File: config.mk
export PLATFORM = sky130hd
export DESIGN_NAME = spi_sram_target_flat
export DESIGN_NICKNAME = d
export VERILOG_FILES = /design/src/rtl/spi_sram_pkg.sv /design/src/rtl/spi_sram_if.sv /design/src/rtl/spi_pin_sync.sv /design/src/rtl/spi_sram_target.sv /design/src/flat_wrapper.sv
export SDC_FILE = /design/constraint.sdc
export NUM_CORES = 1
export LEC_CHECK = 0
export BUFFER_PORTS_ARGS = -buffer_cell sky130_fd_sc_hd__buf_2
export CAP_MARGIN = 20
export CORE_UTILIZATION = 36
export DETAILED_ROUTE_END_ITERATION = 10
export GPL_ROUTABILITY_DRIVEN = 0
export SYNTH_ARGS = -nofsm -noshare
export SYNTH_HDL_FRONTEND = slang
export SYNTH_HIERARCHICAL = 1
export SYNTH_SLANG_ARGS = --single-unit
File: constraint.sdc
create_clock -name clk -period 2.3 [get_ports clk]
set_input_delay 0.46 -clock clk [delete_from_list [all_inputs] [get_ports clk]]
set_output_delay 0.46 -clock clk [all_outputs]
set_load 0.02 [all_outputs]
File: src/rtl/spi_sram_pkg.sv
// rtl/spi_sram_pkg.sv - opcodes, FSM states and mode encodings shared by the SPI SRAM target
package spi_sram_pkg;

  localparam logic [7:0] OP_READ  = 8'h03;
  localparam logic [7:0] OP_WRITE = 8'h02;
  localparam logic [7:0] OP_RDSR  = 8'h05;
  localparam logic [7:0] OP_WRSR  = 8'h01;

  localparam logic [1:0] MODE_BYTE  = 2'b00;
  localparam logic [1:0] MODE_SEQ   = 2'b01;
  localparam logic [1:0] MODE_PAGE  = 2'b10;
  localparam logic [7:0] MODE_RESET = 8'h40;

  typedef enum logic [2:0] {
    IDLE,
    CMD,
    ADDR,
    RD_DATA,
    WR_DATA,
    IGNORE,
    STATUS
  } state_t;

  function automatic logic is_mem_op(input logic [7:0] op);
    return (op == OP_READ) || (op == OP_WRITE);
  endfunction

  function automatic logic is_status_op(input logic [7:0] op);
    return (op == OP_RDSR) || (op == OP_WRSR);
  endfunction

endpackage

File: src/rtl/spi_sram_if.sv
// rtl/spi_sram_if.sv - single-port memory bus between the SPI SRAM target and on-chip RAM
interface spi_sram_if #(
  parameter int MEM_AW = 12
);
  logic [MEM_AW-1:0] mem_addr;
  logic              mem_rd_en;
  logic [7:0]        mem_rdata;
  logic              mem_wr_en;
  logic [7:0]        mem_wdata;

  modport master (
    output mem_addr, mem_rd_en, mem_wr_en, mem_wdata,
    input  mem_rdata
  );

  modport slave (
    input  mem_addr, mem_rd_en, mem_wr_en, mem_wdata,
    output mem_rdata
  );
endinterface

File: src/rtl/spi_pin_sync.sv
// rtl/spi_pin_sync.sv - synchronizers for sclk/cs/mosi plus single-clk edge pulses
module spi_pin_sync #(
  parameter int SYNC_STAGES = 2
) (
  input  logic clk,
  input  logic rst_n,
  input  logic sclk,
  input  logic cs,
  input  logic mosi,
  output logic cs_s,
  output logic mosi_s,
  output logic sclk_rise,
  output logic sclk_fall,
  output logic cs_rise,
  output logic cs_fall
);

  logic [SYNC_STAGES-1:0] sclk_ff, cs_ff, mosi_ff;
  logic                   sclk_d, cs_d;

  // cs chain resets low: a cs held low across reset must not look like a new cs fall
  always_ff @(posedge clk or negedge rst_n) begin
    if (!rst_n) begin
      sclk_ff <= '0;
      cs_ff   <= '0;
      mosi_ff <= '0;
      sclk_d  <= 1'b0;
      cs_d    <= 1'b0;
    end else begin
      sclk_ff <= {sclk_ff[SYNC_STAGES-2:0], sclk};
      cs_ff   <= {cs_ff[SYNC_STAGES-2:0], cs};
      mosi_ff <= {mosi_ff[SYNC_STAGES-2:0], mosi};
      sclk_d  <= sclk_ff[SYNC_STAGES-1];
      cs_d    <= cs_ff[SYNC_STAGES-1];
    end
  end

  assign cs_s      = cs_ff[SYNC_STAGES-1];
  assign mosi_s    = mosi_ff[SYNC_STAGES-1];
  assign sclk_rise =  sclk_ff[SYNC_STAGES-1] & ~sclk_d;
  assign sclk_fall = ~sclk_ff[SYNC_STAGES-1] &  sclk_d;
  assign cs_rise   =  cs_ff[SYNC_STAGES-1] & ~cs_d;
  assign cs_fall   = ~cs_ff[SYNC_STAGES-1] &  cs_d;

endmodule

File: src/rtl/spi_sram_target.sv
// rtl/spi_sram_target.sv - SPI mode-0 serial SRAM target, oversampled in clk
// Optional SPI_SRAM_STATUS_REG_EN adds RDSR/WRSR and the byte/page/sequential mode register.
module spi_sram_target
  import spi_sram_pkg::*;
#(
  parameter int MEM_AW      = 12,
  parameter int SYNC_STAGES = 2
) (
  input  logic       clk,
  input  logic       rst_n,
  input  logic       sclk,
  input  logic       cs,
  input  logic       MOSI,
  output logic       MISO,
  output logic       MISO_oe,
  output logic       xfer_done,
  spi_sram_if.master mem
);

  localparam logic [MEM_AW-1:0] PAGE_MASK = MEM_AW'(31);

  state_t            state, state_nxt;
  logic              cs_s, mosi_s, sclk_rise, sclk_fall, cs_rise, cs_fall;
  logic [4:0]        bit_cnt;
  logic              last_bit;
  logic [6:0]        shift_in;
  logic [7:0]        rx_byte, shift_out, rd_buf, tx_src;
  logic [MEM_AW-2:0] addr_sr;
  logic [MEM_AW-1:0] addr, wire_addr;
  logic              is_read, done_ok, rd_load, rdsr_active;
  logic [1:0]        mode;

  spi_pin_sync #(.SYNC_STAGES(SYNC_STAGES)) u_sync (
    .clk      (clk),
    .rst_n    (rst_n),
    .sclk     (sclk),
    .cs       (cs),
    .mosi     (MOSI),
    .cs_s     (cs_s),
    .mosi_s   (mosi_s),
    .sclk_rise(sclk_rise),
    .sclk_fall(sclk_fall),
    .cs_rise  (cs_rise),
    .cs_fall  (cs_fall)
  );

  assign rx_byte   = {shift_in, mosi_s};
  assign wire_addr = {addr_sr, mosi_s};
  assign mem.mem_addr = addr;

`ifdef SPI_SRAM_STATUS_REG_EN
  logic [7:0] mode_reg;
  logic       is_wrsr;
  assign mode        = mode_reg[7:6];
  assign rdsr_active = (state == STATUS) && !is_wrsr;
  assign tx_src      = rdsr_active ? mode_reg : rd_buf;
`else
  assign mode        = MODE_SEQ;
  assign rdsr_active = 1'b0;
  assign tx_src      = rd_buf;
`endif

  // Page mode keeps the upper address bits and wraps only addr[4:0]
  function automatic logic [MEM_AW-1:0] addr_step(input logic [MEM_AW-1:0] a, input logic [1:0] m);
    logic [MEM_AW-1:0] inc;
    inc = a + MEM_AW'(1);
    if (m == MODE_PAGE) return (a & ~PAGE_MASK) | (inc & PAGE_MASK);
    return inc;
  endfunction

  always_ff @(posedge clk or negedge rst_n) begin
    if (!rst_n) state <= IDLE;
    else        state <= state_nxt;
  end

  always_comb begin
    state_nxt = state;
    last_bit  = (state == ADDR) ? (bit_cnt == 5'd23) : (bit_cnt == 5'd7);
    case (state)
      IDLE: if (cs_fall) state_nxt = CMD;
      CMD: if (sclk_rise && last_bit) begin
        if (is_mem_op(rx_byte)) state_nxt = ADDR;
`ifdef SPI_SRAM_STATUS_REG_EN
        else if (is_status_op(rx_byte)) state_nxt = STATUS;
`endif
        else state_nxt = IGNORE;
      end
      ADDR: if (sclk_rise && last_bit) state_nxt = is_read ? RD_DATA : WR_DATA;
      default: ;
    endcase
    if (cs_s) state_nxt = IDLE;
  end

  always_ff @(posedge clk or negedge rst_n) begin
    if (!rst_n) begin
      bit_cnt       <= '0;
      shift_in      <= '0;
      shift_out     <= '0;
      rd_buf        <= '0;
      addr_sr       <= '0;
      addr          <= '0;
      is_read       <= 1'b0;
      done_ok       <= 1'b0;
      rd_load       <= 1'b0;
      MISO          <= 1'b0;
      MISO_oe       <= 1'b0;
      xfer_done     <= 1'b0;
      mem.mem_rd_en <= 1'b0;
      mem.mem_wr_en <= 1'b0;
      mem.mem_wdata <= '0;
`ifdef SPI_SRAM_STATUS_REG_EN
      mode_reg      <= MODE_RESET;
      is_wrsr       <= 1'b0;
`endif
    end else begin
      mem.mem_rd_en <= 1'b0;
      mem.mem_wr_en <= 1'b0;
      xfer_done     <= 1'b0;
      rd_load       <= mem.mem_rd_en;
      if (rd_load) rd_buf <= mem.mem_rdata;
      if (mem.mem_wr_en) addr <= addr_step(addr, mode);

      if (cs_s) begin
        bit_cnt   <= '0;
        MISO      <= 1'b0;
        MISO_oe   <= 1'b0;
        done_ok   <= 1'b0;
        xfer_done <= cs_rise && done_ok && (state == RD_DATA || state == WR_DATA);
      end else begin
        if (sclk_rise && state != IDLE) begin
          shift_in <= rx_byte[6:0];
          addr_sr  <= wire_addr[MEM_AW-2:0];
          bit_cnt  <= last_bit ? 5'd0 : bit_cnt + 5'd1;
          case (state)
            CMD: if (last_bit) begin
              is_read <= (rx_byte == OP_READ);
`ifdef SPI_SRAM_STATUS_REG_EN
              is_wrsr <= (rx_byte == OP_WRSR);
`endif
            end
            ADDR: if (last_bit) begin
              addr          <= wire_addr;
              mem.mem_rd_en <= is_read;
            end
            RD_DATA: begin
              // prefetch on the 7th rise so the next byte is ready for the byte-boundary fall
              if (bit_cnt == 5'd6 && mode != MODE_BYTE) begin
                addr          <= addr_step(addr, mode);
                mem.mem_rd_en <= 1'b1;
              end
              if (last_bit) done_ok <= 1'b1;
            end
            WR_DATA: if (last_bit) begin
              if (!(mode == MODE_BYTE && done_ok)) begin
                mem.mem_wr_en <= 1'b1;
                mem.mem_wdata <= rx_byte;
              end
              done_ok <= 1'b1;
            end
`ifdef SPI_SRAM_STATUS_REG_EN
            STATUS: if (last_bit) begin
              if (is_wrsr && !done_ok) mode_reg <= rx_byte;
              done_ok <= 1'b1;
            end
`endif
            default: ;
          endcase
        end

        if (sclk_fall && (state == RD_DATA || rdsr_active)) begin
          MISO_oe <= 1'b1;
          if (bit_cnt == 5'd0) begin
            MISO      <= tx_src[7];
            shift_out <= {tx_src[6:0], 1'b0};
            if (state == RD_DATA && mode == MODE_BYTE) rd_buf <= '0;
          end else begin
            MISO      <= shift_out[7];
            shift_out <= {shift_out[6:0], 1'b0};
          end
        end
      end
    end
  end

endmodule

File: src/flat_wrapper.sv
// flat-port wrapper written by rule: the top's interface ports become plain ports
module spi_sram_target_flat import spi_sram_pkg::*;
#(
  parameter int MEM_AW      = 12,
  parameter int SYNC_STAGES = 2
)
  (clk, rst_n, sclk, cs, MOSI, MISO, MISO_oe, xfer_done, mem_mem_addr, mem_mem_rd_en, mem_mem_wr_en, mem_mem_wdata, mem_mem_rdata);
  spi_sram_if #(.MEM_AW(MEM_AW)) mem_i ();
  input  logic clk;
  input  logic rst_n;
  input  logic sclk;
  input  logic cs;
  input  logic MOSI;
  output logic MISO;
  output logic MISO_oe;
  output logic xfer_done;
  output wire logic [$bits(mem_i.mem_addr)-1:0] mem_mem_addr;
  output wire logic [$bits(mem_i.mem_rd_en)-1:0] mem_mem_rd_en;
  output wire logic [$bits(mem_i.mem_wr_en)-1:0] mem_mem_wr_en;
  output wire logic [$bits(mem_i.mem_wdata)-1:0] mem_mem_wdata;
  input wire logic [$bits(mem_i.mem_rdata)-1:0] mem_mem_rdata;
  assign mem_mem_addr = mem_i.mem_addr;
  assign mem_mem_rd_en = mem_i.mem_rd_en;
  assign mem_mem_wr_en = mem_i.mem_wr_en;
  assign mem_mem_wdata = mem_i.mem_wdata;
  assign mem_i.mem_rdata = mem_mem_rdata;
  spi_sram_target #(.MEM_AW(MEM_AW), .SYNC_STAGES(SYNC_STAGES)) u_core (.clk(clk), .rst_n(rst_n), .sclk(sclk), .cs(cs), .MOSI(MOSI), .MISO(MISO), .MISO_oe(MISO_oe), .xfer_done(xfer_done), .mem(mem_i));
endmodule
# Word-level counts from Yosys, hierarchy flattened
# Index checks and enable logic that the tools add are counted.
totals:
  in_bits: 13
  register_bits: 78
  output_inout_bits: 25
  word_cells: 109
op_classes:
  mux: 44
  reduce_logical: 22
  add_sub_neg: 2
  n_bitwise: 8
  eq_ne: 12
op_table:
  columns: ["operator", "count"]
  rows:
  - ["12-bit two-way mux", 7]
  - ["1-bit two-way mux", 24]
  - ["12-bit case mux with 2 select lines", 1]
  - ["3-bit two-way mux", 6]
  - ["8-bit by 2-bit equality test with 1-bit output, second input constant", 2]
  - ["5-bit two-way mux", 3]
  - ["12-bit by 1-bit adder with 12-bit output, second input constant", 1]
  - ["4-bit AND reduction", 3]
  - ["5-bit by 3-bit equality test with 1-bit output, second input constant", 2]
  - ["3-bit case mux with 3 select lines", 1]
  - ["8-bit two-way mux", 1]
  - ["2-bit nonzero test", 4]
  - ["3-bit by 2-bit equality test with 1-bit output, second input constant", 2]
  - ["3-bit by 2-bit != test with 1-bit output, second input constant", 2]
  - ["5-bit by 1-bit adder with 5-bit output, second input constant", 1]
  - ["5-bit equality test, second input constant", 1]
  - ["1-bit logical AND", 5]
  - ["5-bit zero test", 1]
  - ["1-bit AND", 4]
  - ["1-bit NOT", 4]
  - ["2-bit AND reduction", 2]
  - ["4-bit nonzero test", 1]
  - ["3-bit by 1-bit equality test with 1-bit output, second input constant", 1]
  - ["3-bit equality test, second input constant", 1]
  - ["7 further kinds", 8]

# Longest topological paths before layout
logic_depth:
  depth_word: 10
  ltp_mapped: 7
  ltp_nobuf: 7

# Hierarchy
# Netlist, hierarchy kept.
by_module_without_submodules:
  columns: ["mod", "cells_each", "seq_area_each_um2", "area_per_inst_um2", "n_inst"]
  rows:
  - ["spi_sram_target", 320, 1551.5, 3325.7, 1]
  - ["spi_pin_sync", 12, 200.2, 235.2, 1]

# Worst setup path after synthesis
# Ideal clock, no wire load.
synth_timing:
  kind: "register to register"
  from: "reg u_core.mem.mem_wr_en"
  to: "reg u_core.addr[7], in the netlist u_core/mem.mem_addr[7]"
  arrival_time_ns: 1.657
  setup_time_ns: 0.126
  setup_slack_ns: 0.517
  required_time_ns: 2.174
  period_less_slack_ns: 1.783
  path_buffers: 1
  path_stages_with_launch: 7
  path_cell_list: "dfrtp_1 > buf_2 > inv_1 > or3_4 > nor2_1 > xor2_1 > a221o_1"
synth_between:
  elab_chain_cells: 5
  elab_cells_between_ends: 6
  cone_classes: "mux (6)"
synth_rtl:
  columns: ["item", "line_no", "source"]
  rows:
  - ["start: declaration", "spi_sram_if.sv:12", "output mem_addr, mem_rd_en, mem_wr_en, mem_wdata,"]
  - ["start signal: assignment", "spi_sram_target.sv:109", "mem.mem_wr_en <= 1'b0;"]
  - ["start signal: assignment", "spi_sram_target.sv:117", "mem.mem_wr_en <= 1'b0;"]
  - ["start signal: assignment", "spi_sram_target.sv:155", "mem.mem_wr_en <= 1'b1;"]
  - ["12-bit two-way mux *", "spi_sram_target.sv:121", "if (mem.mem_wr_en) addr <= addr_step(addr, mode);"]
  - ["12-bit two-way mux (on tied branches)", "spi_sram_target.sv:147, spi_sram_target.sv:141", null]
  - ["12-bit case mux with 2 select lines", "spi_sram_target.sv:134", "case (state)"]
  - ["12-bit two-way mux", "spi_sram_target.sv:130", "if (sclk_rise && state != IDLE) begin"]
  - ["12-bit two-way mux *", "spi_sram_target.sv:123", "if (cs_s) begin"]
  - ["end signal: assignment", "spi_sram_target.sv:121", null]
  - ["end signal: assignment", "spi_sram_target.sv:142", "addr <= wire_addr;"]
  - ["end signal: assignment", "spi_sram_target.sv:148", "addr <= addr_step(addr, mode);"]
  - ["end: declaration", "spi_sram_target.sv:29", "logic [MEM_AW-1:0] addr, wire_addr;"]
# Mark *: on every way between the ends. The rest lies on a longest branch, timed or not.
# A chain may end at the register's enable or synchronous reset.

# Worst setup path after layout
layout_timing:
  from: "reg u_core.state[1]"
  to: "reg u_core.bit_cnt[3]"
layout_between:
  elab_chain_cells: 5
  elab_cells_between_ends: 8
  cone_classes: "eq/ne (1); mux (4); reduce/logical (3)"
layout_rtl:
  columns: ["item", "line_no", "source"]
  rows:
  - ["start: declaration", "spi_sram_target.sv:22", "state_t state, state_nxt;"]
  - ["start signal: assignment", "spi_sram_target.sv:73", "else state <= state_nxt;"]
  - ["3-bit by 2-bit equality test with 1-bit output", "spi_sram_target.sv:78", "last_bit = (state == ADDR) ? (bit_cnt == 5'd23) : (bit_cnt == 5'd7);"]
  - ["1-bit two-way mux", "spi_sram_target.sv:78", null]
  - ["5-bit two-way mux", "spi_sram_target.sv:133", "bit_cnt <= last_bit ? 5'd0 : bit_cnt + 5'd1;"]
  - ["5-bit two-way mux", "spi_sram_target.sv:130", null]
  - ["5-bit two-way mux", "spi_sram_target.sv:123", null]
  - ["end signal: assignment", "spi_sram_target.sv:133", null]
  - ["end: declaration", "spi_sram_target.sv:24", "logic [4:0] bit_cnt;"]
# Several ways; a longest one is shown, not always the timed one. The select of a mux whose other input is x is not followed.

==> flow_metrics.py <==
metrics = {
    "outcome": {
        "status": "finished clean",
    },
    "synth": {
        "syn_inst": 332,
        "synthAdderAreaFrac_pct": 1.41,
        "synthArstFlopShare_pct": 100,
        "syn_nets": 349,
        "synthSimpleGateAreaFrac_pct": 17.5,
        "synth-seq-cells": 70,
        "yosysSeqAreaShare_pct": 49.2,
        "ys.flop_type": "dfrtp_1",
        "ys_warn_count": 6,
        "avgSynthCellArea_um2": 10.7,
        "synth-xor-area-share_pct": 4.92,
        "synth_compound_area_share_pct": 12.0,
        "muxShareOfSynthArea_pct": 11.6,
        "synth_top_family_by_area": "simple AND/OR/NAND/NOR gates",
        "synth_cell_types": 60,
        "netlist_area_um2": 3560,
        "synth_edf_count": 0,
    },
    "sta": {
        "tns_ps": 0,
        "setup_viol": 0,
        "final_hold_viol_count": 0,
        "max_clock_freq_ghz": 0.493,
        "post-route-period-util_pct": 88.1,
        "whs_ps": 126,
        "finalClockSkew_ps": 10.8,
        "grt_setup_unrepaired": "no",
        "tightest_slew_ps": 535,
        "period_minus_slack_ps": 2030,
        "relSlewSlack_pct": 64.3,
        "final-max-slew-violation-count": 0,
    },
    "finish": {
        "seq_area_um2": 1750,
        "antenna_cells": 0,
        "layout-drive-gt1-share_pct": 27.9,
        "fin_area_um2": 4140,
        "multi_input_area_um2": 1700,
        "fillerInstances": 905,
        "nets": 389,
        "syn_to_final_growth_pct": 16.1,
    },
    "die": {
        "die-area_um2": 10300,
        "initial_core_util_pct": 37.8,
        "row_count": 35,
        "dieWidth_um": 101,
        "die_h_um": 101,
        "ios": 38,
        "fp.coreArea_um2": 9420,
    },
    "cts": {
        "postCtsResizedCells": 0,
        "clk_pin_slew_ps": 70,
        "cts-root-buf": "clkbuf_8",
        "clock-sinks": 70,
        "postCtsSetupRepairBufs": 0,
        "cts_buffers": 9,
        "insertion_delay_ps": 350,
        "clockBufferDepth": 2,
        "cts_tree": "yes",
        "ctsHoldBuffers": 0,
        "htreeDepth": 3,
    },
    "power_and_ir_drop": {
        "peakVddDrop_mv": 0.357,
        "p_leak_nw": 1.90,
        "powerDensity_nw_per_um2": 743,
    },
    "grt": {
        "grt_pass1_wl_mm": 13.0,
        "antenna_found_initial": 0,
        "grt_pass1_vias": 2658,
        "grt_use_total_pct": 16.4,
        "grt_start_max_net_pins": 71,
        "gr-total-overflow": 0,
    },
    "setup_path": {
        "cpMaxStageDelayCell": "dfrtp_1",
        "r2r_start": "u_core/state[1]$_DFFE_PN0P_",
        "startpoint_type": "register",
        "critPathTopFamily": "simple AND/OR/NAND/NOR gates",
        "path_cells": "nor3b_4 > xnor2_1 > and2_4 > or3_1 > a21oi_2",
        "slowest_delay_ps": 680,
        "r2r_slack_ps": 270,
        "r2r.worst_path.cells": 5,
        "crit_fanout": 18,
        "critPathBufInv": 0,
        "end_kind": "register",
        "r2r_end": "u_core/bit_cnt[3]$_DFFE_PN0P_",
        "path_class": "reg -> reg",
        "arrival_ps": 2300,
        "crit_required_ps": 2580,
    },
    "placed_design": {
        "dp_hpwl_mm": 5.40,
        "dpl_cell_area_um2": 3920,
        "portBuffers": 37,
    },
    "flow_run": {
        "max_cap_viol_count": 0,
    },
    "detailed_routing": {
        "antenna_left": 0,
        "wl_per_cell_um": 15.1,
        "vias_per_cell": 5.15,
        "drt-total-wl_mm": 7.63,
        "drc": 0,
        "first_pass_iters": 4,
        "drt_iter0_drc": 214,
        "via_count": 2601,
    },
    "worst_hold_path": {
        "hold_class": "in -> async",
    },
}
## kinds of logic after synthesis
group / count (synthesis)
flops: 70
compound gates: 62
buf+inv: 27
fa+ha+maj: 4
mux: 38
simple gates: 111
xor+xnor: 20
## cell usage after synthesis (5+ instances only)
cell type / instances / area [um^2]
a21oi_1: 11 / 55.1
buf_2: 7 / 35.0
clkbuf_1: 8 / 30.0
dfrtp_1: 70 / 1750
inv_1: 9 / 33.8
mux2_2: 27 / 304
mux2i_1: 11 / 110
nand2_1: 30 / 113
nand3_1: 12 / 60.1
nand4_1: 5 / 31.3
nor2_1: 23 / 86.3
nor3_1: 6 / 30.0
o21ai_0: 21 / 105
xnor2_1: 10 / 87.6
xor2_1: 10 / 87.6
## where the power goes
| group | switching (W) | internal, W | total [W] | leakage, nW |
|---|---|---|---|---|
| clock network | 0.000490 | 0.000616 | 0.00111 | 0.110 |
| logic | 0.000274 | 0.000222 | 0.000496 | 0.834 |
| registers | 0.000165 | 0.00131 | 0.00147 | 0.951 |
| total | 0.000929 | 0.00214 | 0.00307 | 1.90 |
## cells in the final DEF (no fill, tap or decap), types with 3 or more instances in the layout
cell type	n
clkbuf_8	9
nor4_1	3
nand4_1	5
buf_2	37
dfrtp_1	70
o21ai_0	21
ha_1	4
and3_1	3
mux2_2	27
a21oi_1	11
nor3_1	6
xor2_1	10
o22ai_1	4
nand2_1	30
xnor2_1	10
mux2i_1	11
nand3_1	12
buf_4	9
a211oi_1	4
inv_1	9
nor2_1	23
and2b_2	4
## layout make-up
type | count | share of cell area, %
flip-flops and latches | 70 | 42.4
multi-input cells | 235 | 41.0
clock inverters | 6 | 2.30
well taps | 129 | 3.90
repair buffers | 47 | 6.60
clock buffers | 9 | 3.00
inverters | 9 | 0.817
## metrics by stage
step           power, W  cells  worst slack [ps]  util [%]
4_1_cts         0.00310    505               298      43.9
2_1_floorplan   0.00183    332               517         -
6_report        0.00307    505               273      43.9
3_5_place_dp    0.00199    490               338      41.6
3_3_place_gp    0.00197    490               339      41.6
5_1_grt         0.00324    505               161      43.9
## worst max path at each step
| stage | startpoint | end | slack (ps) | depth (start not counted) |
|---|---|---|---|---|
| CTS | u_core/state[1]$_DFFE_PN0P_ | u_core/bit_cnt[3]$_DFFE_PN0P_ | 300 | 5 |
| global route | u_core/bit_cnt[0]$_DFFE_PN0P_ | u_core/mem.mem_addr[0]$_DFF_PN0_ | 160 | 7 |
| detailed placement | u_core/state[1]$_DFFE_PN0P_ | u_core/bit_cnt[3]$_DFFE_PN0P_ | 340 | 5 |
| global placement | u_core/state[1]$_DFFE_PN0P_ | u_core/bit_cnt[3]$_DFFE_PN0P_ | 340 | 5 |
| finish | u_core/state[1]$_DFFE_PN0P_ | u_core/bit_cnt[3]$_DFFE_PN0P_ | 270 | 5 |
| floorplan | u_core/mem.mem_wr_en$_DFF_PN0_ | u_core/mem.mem_addr[7]$_DFF_PN0_ | 520 | 6 |
## state kept, by name, indices dropped and copies added (netlist names)
name,cells
u_core/state,3
u_core/mem.mem_rd_en,1
u_core/mem.mem_wr_en,1
u_core/mem.mem_wdata,8
u_core/done_ok,1
u_core/xfer_done,1
u_core/shift_in,6
u_core/MISO,1
u_core/u_sync/sclk_ff,2
u_core/u_sync/sclk_d,1
u_core/addr_sr,5
u_core/rd_buf,8
u_core/mem.mem_addr,12
u_core/u_sync/mosi_ff,2
u_core/bit_cnt,5
u_core/rd_load,1
u_core/shift_out,7
u_core/u_sync/cs_d,1
u_core/is_read,1
u_core/MISO_oe,1
u_core/u_sync/cs_ff,2
## routing by layer
layer,track usage (%),share of wire [%],vias up
met2,25.7,47,54
met4,5.46,1.0,0
met1,22.6,48,1269
li1,-,-,1271
met3,3.59,3.8,7
met5,0,0,-
Power figures use the tool's default switching activity.
